===== src/rtl/ex_muldiv_unit_if.sv =====
// ex_muldiv_unit_if: operand/control bundle between EX decode and the
// multiply/divide unit, plus the HI/LO and status returned to the pipeline.
interface ex_muldiv_unit_if;
  logic        start;
  logic [1:0]  op;
  logic [31:0] opA;
  logic [31:0] opB;
  logic        cancel;
  logic        mthi;
  logic        mtlo;
  logic [31:0] mtData;
  logic        busy;
  logic        done;
  logic [31:0] hi;
  logic [31:0] lo;

  modport master (
    output start, op, opA, opB, cancel, mthi, mtlo, mtData,
    input  busy, done, hi, lo
  );

  modport slave (
    input  start, op, opA, opB, cancel, mthi, mtlo, mtData,
    output busy, done, hi, lo
  );
endinterface


===== src/rtl/ex_muldiv_unit.sv =====
// ex_muldiv_unit: iterative MULT/MULTU/DIV/DIVU unit owning HI/LO.
// Optional MULDIV_FAST_MUL_EN: multiplies use a single-cycle combinational
// product and skip straight to FIX; divides stay iterative.
//
// state | meaning
// IDLE  | waiting for start; mthi/mtlo accepted here
// CALC  | one multiplier bit or quotient bit per cycle, 32 cycles
// FIX   | sign correction, HI/LO write, done pulse
module ex_muldiv_unit (
  input  logic               clk,
  input  logic               rst,
  ex_muldiv_unit_if.slave    bus
);

  typedef enum logic [1:0] {IDLE, CALC, FIX} state_t;

  state_t      state, state_nx;
  logic [5:0]  cnt, cnt_nx;
  logic [63:0] acc, acc_nx;
  logic [31:0] opb_reg, opb_nx;
  logic        is_div, is_div_nx;
  logic        neg_q, neg_q_nx;
  logic        neg_r, neg_r_nx;
  logic [31:0] hi_q, hi_nx;
  logic [31:0] lo_q, lo_nx;
  logic        busy_q, done_q, done_nx;

  logic        sgn;
  logic [31:0] a_abs, b_abs;
  logic [32:0] add_sum;
  logic [32:0] rem_sh;
  logic        rem_ge;
  logic [31:0] rem_sub;
  logic [63:0] prod_fix;
  logic [31:0] q_fix, r_fix;
`ifdef MULDIV_FAST_MUL_EN
  logic [63:0] fast_prod;
`endif

  // Operand magnitudes and per-iteration datapath terms.
  always_comb begin
    sgn      = ~bus.op[0];
    a_abs    = (sgn && bus.opA[31]) ? -bus.opA : bus.opA;
    b_abs    = (sgn && bus.opB[31]) ? -bus.opB : bus.opB;
    add_sum  = {1'b0, acc[63:32]} + {1'b0, opb_reg};
    rem_sh   = acc[63:31];
    rem_ge   = (rem_sh >= {1'b0, opb_reg});
    // Only used when rem_ge, so the difference is below opb_reg and fits 32 bits.
    rem_sub  = rem_sh[31:0] - opb_reg;
    prod_fix = neg_q ? -acc : acc;
    q_fix    = neg_q ? -acc[31:0] : acc[31:0];
    r_fix    = neg_r ? -acc[63:32] : acc[63:32];
  end

`ifdef MULDIV_FAST_MUL_EN
  // Full-width product for the single-cycle multiply path.
  always_comb begin
    fast_prod = {32'b0, a_abs} * {32'b0, b_abs};
  end
`endif

  // Next-state, iteration datapath and HI/LO update.
  always_comb begin
    state_nx  = state;
    cnt_nx    = cnt;
    acc_nx    = acc;
    opb_nx    = opb_reg;
    is_div_nx = is_div;
    neg_q_nx  = neg_q;
    neg_r_nx  = neg_r;
    hi_nx     = hi_q;
    lo_nx     = lo_q;
    done_nx   = 1'b0;
    case (state)
      IDLE: begin
        if (bus.mthi) hi_nx = bus.mtData;
        if (bus.mtlo) lo_nx = bus.mtData;
        if (bus.start && !bus.cancel) begin
          cnt_nx    = 6'd0;
          opb_nx    = b_abs;
          is_div_nx = bus.op[1];
          // Divide by zero keeps the all-ones quotient unsigned so LO reads 0xFFFFFFFF.
          neg_q_nx  = sgn & (bus.opA[31] ^ bus.opB[31]) & (~bus.op[1] | (bus.opB != 32'd0));
          neg_r_nx  = sgn & bus.opA[31];
          acc_nx    = {32'b0, a_abs};
          state_nx  = CALC;
`ifdef MULDIV_FAST_MUL_EN
          if (!bus.op[1]) begin
            acc_nx   = fast_prod;
            state_nx = FIX;
          end
`endif
        end
      end
      CALC: begin
        if (bus.cancel) begin
          state_nx = IDLE;
        end else begin
          cnt_nx = cnt + 6'd1;
          if (is_div)
            acc_nx = rem_ge ? {rem_sub, acc[30:0], 1'b1} : {acc[62:0], 1'b0};
          else
            acc_nx = acc[0] ? {add_sum, acc[31:1]} : {1'b0, acc[63:1]};
          if (cnt == 6'd31) state_nx = FIX;
        end
      end
      FIX: begin
        state_nx = IDLE;
        if (!bus.cancel) begin
          done_nx = 1'b1;
          if (is_div) begin
            hi_nx = r_fix;
            lo_nx = q_fix;
          end else begin
            hi_nx = prod_fix[63:32];
            lo_nx = prod_fix[31:0];
          end
        end
      end
      default: state_nx = IDLE;
    endcase
  end

  // State registers with synchronous active-low reset.
  always_ff @(posedge clk) begin
    if (!rst) begin
      state   <= IDLE;
      cnt     <= 6'd0;
      acc     <= 64'd0;
      opb_reg <= 32'd0;
      is_div  <= 1'b0;
      neg_q   <= 1'b0;
      neg_r   <= 1'b0;
      hi_q    <= 32'd0;
      lo_q    <= 32'd0;
      busy_q  <= 1'b0;
      done_q  <= 1'b0;
    end else begin
      state   <= state_nx;
      cnt     <= cnt_nx;
      acc     <= acc_nx;
      opb_reg <= opb_nx;
      is_div  <= is_div_nx;
      neg_q   <= neg_q_nx;
      neg_r   <= neg_r_nx;
      hi_q    <= hi_nx;
      lo_q    <= lo_nx;
      busy_q  <= (state_nx != IDLE);
      done_q  <= done_nx;
    end
  end

  assign bus.busy = busy_q;
  assign bus.done = done_q;
  assign bus.hi   = hi_q;
  assign bus.lo   = lo_q;

endmodule


===== src/flat_wrapper.sv =====
// flat-port wrapper written by rule: the top's interface ports become plain ports
module ex_muldiv_unit_flat 
  (clk, rst, bus_start, bus_op, bus_opA, bus_opB, bus_cancel, bus_mthi, bus_mtlo, bus_mtData, bus_busy, bus_done, bus_hi, bus_lo);
  ex_muldiv_unit_if bus_i ();
  input  logic clk;
  input  logic rst;
  input wire logic [$bits(bus_i.start)-1:0] bus_start;
  input wire logic [$bits(bus_i.op)-1:0] bus_op;
  input wire logic [$bits(bus_i.opA)-1:0] bus_opA;
  input wire logic [$bits(bus_i.opB)-1:0] bus_opB;
  input wire logic [$bits(bus_i.cancel)-1:0] bus_cancel;
  input wire logic [$bits(bus_i.mthi)-1:0] bus_mthi;
  input wire logic [$bits(bus_i.mtlo)-1:0] bus_mtlo;
  input wire logic [$bits(bus_i.mtData)-1:0] bus_mtData;
  output wire logic [$bits(bus_i.busy)-1:0] bus_busy;
  output wire logic [$bits(bus_i.done)-1:0] bus_done;
  output wire logic [$bits(bus_i.hi)-1:0] bus_hi;
  output wire logic [$bits(bus_i.lo)-1:0] bus_lo;
  assign bus_i.start = bus_start;
  assign bus_i.op = bus_op;
  assign bus_i.opA = bus_opA;
  assign bus_i.opB = bus_opB;
  assign bus_i.cancel = bus_cancel;
  assign bus_i.mthi = bus_mthi;
  assign bus_i.mtlo = bus_mtlo;
  assign bus_i.mtData = bus_mtData;
  assign bus_busy = bus_i.busy;
  assign bus_done = bus_i.done;
  assign bus_hi = bus_i.hi;
  assign bus_lo = bus_i.lo;
  ex_muldiv_unit u_core (.clk(clk), .rst(rst), .bus(bus_i));
endmodule

===== config.mk =====
export PLATFORM = sky130hd
export DESIGN_NAME = ex_muldiv_unit_flat
export DESIGN_NICKNAME = d
export VERILOG_FILES = /design/src/rtl/ex_muldiv_unit_if.sv /design/src/rtl/ex_muldiv_unit.sv /design/src/flat_wrapper.sv
export SDC_FILE = /design/constraint.sdc
export NUM_CORES = 1
export LEC_CHECK = 0
export ABC_AREA = 1
export BUFFER_PORTS_ARGS = -buffer_cell sky130_fd_sc_hd__buf_2
export CELL_PAD_IN_SITES_DETAIL_PLACEMENT = 1
export CELL_PAD_IN_SITES_GLOBAL_PLACEMENT = 1
export CORE_MARGIN = 2
export CORE_UTILIZATION = 28
export DETAILED_ROUTE_END_ITERATION = 6
export PLACE_DENSITY_LB_ADDON = 0.1
export SYNTH_ARGS = -nofsm -noshare
export SYNTH_HDL_FRONTEND = slang
export SYNTH_SLANG_ARGS = --single-unit

===== constraint.sdc =====
create_clock -name clk -period 2.4 [get_ports clk]
set_input_delay 0.48 -clock clk [delete_from_list [all_inputs] [get_ports clk]]
set_output_delay 0.48 -clock clk [all_outputs]
set_load 0.03 [all_outputs]

==> results.cfg <==
[grt]
grt_start_max_net_pins = 97
grt.total_usage = 0.2877
gr-total-overflow = 0
vias_in_the_first_global_route = 22004
grt_first_pass_wirelength_um = 137400
antenna_found_initial = 0

[placed_design]
post_dp_cell_area_mm2 = 0.02097
half_perimeter_wire_length_after_detailed_placement_um = 75320
port-buffer-count = 169
routabilityCongestion = 1.006
placement.setup.worst_slack_ns = -0.5074

[floorplanning]
die_x_um = 251.2
die_area_mm2 = 0.06310
core_outline_area_mm2 = 0.06036
ios = 170
fp-row-count = 90
initial_utilization = 0.2835
die_h_um = 251.2

[cts]
root_buffer = sky130_fd_sc_hd__clkbuf_16
clock_path_buffers = 2
number_of_h_tree_levels = 4
path_clk_slew_ns = 0.09
worstSkewPairLatency_ns = 0.51
clock_buffer_count_from_cts = 17
tritoncts = yes
clock_sinks = 173
cts.hold.buffers_added = 0

[power_and_ir_drop]
total_power_divided_by_cell_area_mw_per_mm2 = 425.3
vdd.ir_drop.worst_v = 0.0005355
static-leakage-power_uw = 0.01124

[final_layout]
final_design_area_no_fill_mm2 = 0.02289
area.sequential_mm2 = 0.003547
nets = 3649
multi_input_area_mm2 = 0.01253
final_core_util = 0.3792
syn_to_layout_area_delta_pct = 33.77
largest_register_ff_count = 64
max_flop_register = u_core.acc
filler_cell_count = 8136
proportion_of_layout_cells_with_a_drive_suffix_above_1 = 0.2487
n_antenna_cell = 0

[synth]
ys_ff_latch = 173
synth_nets = 3246
yosys.area_share.xor_xnor = 0.01792
number_of_enable_flip_flop_cells_after_synthesis = 0
yosysTopAreaCellShare = 0.2024
dominant_combinational_cell_family_by_area_after_synthesis = simple AND/OR/NAND/NOR gates
post-synth-top-count-cell = sky130_fd_sc_hd__nand2_1
avgSynthCellArea_um2 = 5.571
synth_sequential_area_ratio = 0.2024
synth_fa_ha_area_frac = 0.05280
synth.area.mux_share = 0
yosysWarnings = 0
synth-simple-area-share = 0.3883
syn_area_mm2 = 0.01711
netlist_top_cells_count = sky130_fd_sc_hd__nand2_1, sky130_fd_sc_hd__inv_1, sky130_fd_sc_hd__a21oi_1
netlist_instances = 3071
yosys-top-cells-area = sky130_fd_sc_hd__dfxtp_1, sky130_fd_sc_hd__nand2_1, sky130_fd_sc_hd__a21oi_1, sky130_fd_sc_hd__inv_1, sky130_fd_sc_hd__nand3_1
biggest_area_consumer_among_synthesized_cells = sky130_fd_sc_hd__dfxtp_1
ys.flop_type = sky130_fd_sc_hd__dfxtp_1
synth-async-reset-ratio = 0
ys_types = 50
synth-compound-area-share = 0.2075

[timing]
timing.max_slew.rel_slack = 0.4355
worst_slew_pin_slew_ns = 0.8467
final_setup_violation_count = 0
timing_max_transition_violations_final = 0
clock-skew-final_ns = 0.02793
grt_setup_unrepaired = true
hold_viol_final = 0
timing.final.crit_share = 0.9755
setup_slack_ns = 0.05876
clock.fmax_ghz = 0.4271
post-route-min-period_ns = 2.341
hold_slack_ns = 0.2675

[detailed_routing]
met2WireLength_um = 38730
drc_errors = 0
drt-met1-wl_um = 47500
antenna_left = 0
total_via_count_in_the_routed_design = 22128
route.met3.wl_um = 4555
detailedRoute.firstPassIterationCount = 5
drt-total-wl_um = 92540
vias_per_cell = 5.185
dr.first_iter.drc_count = 1431
avgRoutedWirePerCell_um = 21.68
highest_layer = met4

[worst_setup_path]
worstSetupPathType = flip-flop to flip-flop
setup.worst_path.end_class = flip-flop
crit_required_ns = 2.77
worstPathMaxFanout = 3
sort_of_element_at_the_start_of_the_critical_path = flip-flop
timing.critical_path.arrival_ns = 2.71

[hold_path]
min_path_type = input port to flip-flop

[outcome]
run_status = complete, no violations

[flow_run]
max_cap_viols = 0
## power breakdown
part | internal, uW | switching (uW) | leakage, uW
sequential | 3050 | 173 | 0.00145
combinational | 1290 | 2320 | 0.00952
clock | 1370 | 1530 | 0.000276
total | 5710 | 4030 | 0.0112
## metrics by stage
stage / total power, uW / setup TNS [ns] / std cells
finish: 9733 / 0 / 4268
global route: 10250 / -0.9392 / 4268
CTS: 9554 / -0.03687 / 4259
detailed placement: 6573 / -6.364 / 4227
global placement: 6522 / -5.286 / 4227
floorplan: 5064 / 0 / 3071
## worst paths after layout
check / end / startpoint / cells after the start / slack (ns)
worst max register to register: u_core.acc[48] / u_core.opb_reg[3] / 14 / 0.06
worst max-delay path: u_core.acc[48] / u_core.opb_reg[3] / 14 / 0.06
worst min-delay path: u_core.bus.lo[1] / bus_mtData[1] / 3 / 0.27
worst min register to register: u_core.cnt[0] / u_core.cnt[0] / 1 / 0.49
## area by class of cell
class	count	share of cell area
tap	782	0.04275
sequential	173	0.1550
clock buffer	18	0.01875
clock inverter	13	0.005576
inverter	468	0.07725
multi-input combinational	2316	0.5474
timing repair buffer	498	0.1533
## worst max-delay path, stage by stage (launching register included)
cell and delay (ns):
sky130_fd_sc_hd__dfxtp_1 0.35, sky130_fd_sc_hd__inv_1 0.09, sky130_fd_sc_hd__ha_4 0.26, sky130_fd_sc_hd__buf_4 0.14
sky130_fd_sc_hd__or2_2 0.29, sky130_fd_sc_hd__nand3_1 0.10, sky130_fd_sc_hd__nand2_2 0.08, sky130_fd_sc_hd__buf_4 0.15
sky130_fd_sc_hd__inv_1 0.10, sky130_fd_sc_hd__nor2_1 0.06, sky130_fd_sc_hd__nor3_1 0.17, sky130_fd_sc_hd__nand3b_1 0.16
sky130_fd_sc_hd__nand3_1 0.09, sky130_fd_sc_hd__nand2_1 0.10, sky130_fd_sc_hd__a21oi_1 0.06
## metal layers
layer  global-route usage  vias up
met1               0.4413    10727
met2               0.4255      529
met5                    0        -
met3              0.03230       61
met4              0.06190        0
li1                     -    10811
## placed cells by master, fill, tap and decap left out, types with 5 or more instances in the layout
cell,netlist,layout
sky130_fd_sc_hd__buf_2,18,168
sky130_fd_sc_hd__o211ai_1,19,19
sky130_fd_sc_hd__or2_2,13,13
sky130_fd_sc_hd__dfxtp_2,0,28
sky130_fd_sc_hd__nor2_2,13,37
sky130_fd_sc_hd__dfxtp_1,173,132
sky130_fd_sc_hd__clkbuf_16,0,19
sky130_fd_sc_hd__xor2_1,28,26
sky130_fd_sc_hd__nand3b_1,12,12
sky130_fd_sc_hd__nand2_4,2,5
sky130_fd_sc_hd__o221ai_1,6,6
sky130_fd_sc_hd__dfxtp_4,0,13
sky130_fd_sc_hd__a211oi_1,6,6
sky130_fd_sc_hd__nand3_1,291,267
sky130_fd_sc_hd__nor3_2,6,7
sky130_fd_sc_hd__a21oi_1,339,305
sky130_fd_sc_hd__buf_12,0,10
sky130_fd_sc_hd__o21ai_0,230,227
sky130_fd_sc_hd__nor3_1,37,34
sky130_fd_sc_hd__inv_2,14,32
sky130_fd_sc_hd__buf_4,1,313
sky130_fd_sc_hd__nor2_1,241,207
sky130_fd_sc_hd__ha_4,0,34
sky130_fd_sc_hd__nand2_1,842,791
sky130_fd_sc_hd__o21bai_1,6,5
sky130_fd_sc_hd__ha_2,0,8
sky130_fd_sc_hd__nand2_2,10,57
sky130_fd_sc_hd__nand4_1,44,44
sky130_fd_sc_hd__inv_1,452,430
sky130_fd_sc_hd__nor4_1,9,8
sky130_fd_sc_hd__a31oi_1,28,28
sky130_fd_sc_hd__nor2_4,6,16
sky130_fd_sc_hd__xnor2_1,7,7
sky130_fd_sc_hd__nand3_2,3,24
sky130_fd_sc_hd__ha_1,69,27
sky130_fd_sc_hd__o31ai_1,6,5
sky130_fd_sc_hd__a21oi_2,3,35
sky130_fd_sc_hd__o21ai_1,9,10
## logic make-up (layout without fill, tap and decap cells)
logic type | after synthesis | in the layout
AOI/OAI and AO/OA | 668 | 668
xor gates and xnor gates | 35 | 35
adders and majority gates | 71 | 71
buffers and inverters | 582 | 997
DFF | 173 | 173
and+or+nand+nor | 1542 | 1542
## what timing repair did
| action | CTS | global route |
|---|---|---|
| endpoints found under the setup margin | 33 | 54 |
| resized for setup | 69 | 244 |
| cloned | 0 | 2 |
| buffers inserted | 1 | 7 |
| pin swaps | 4 | 31 |
(Power assumes the default switching activity.)
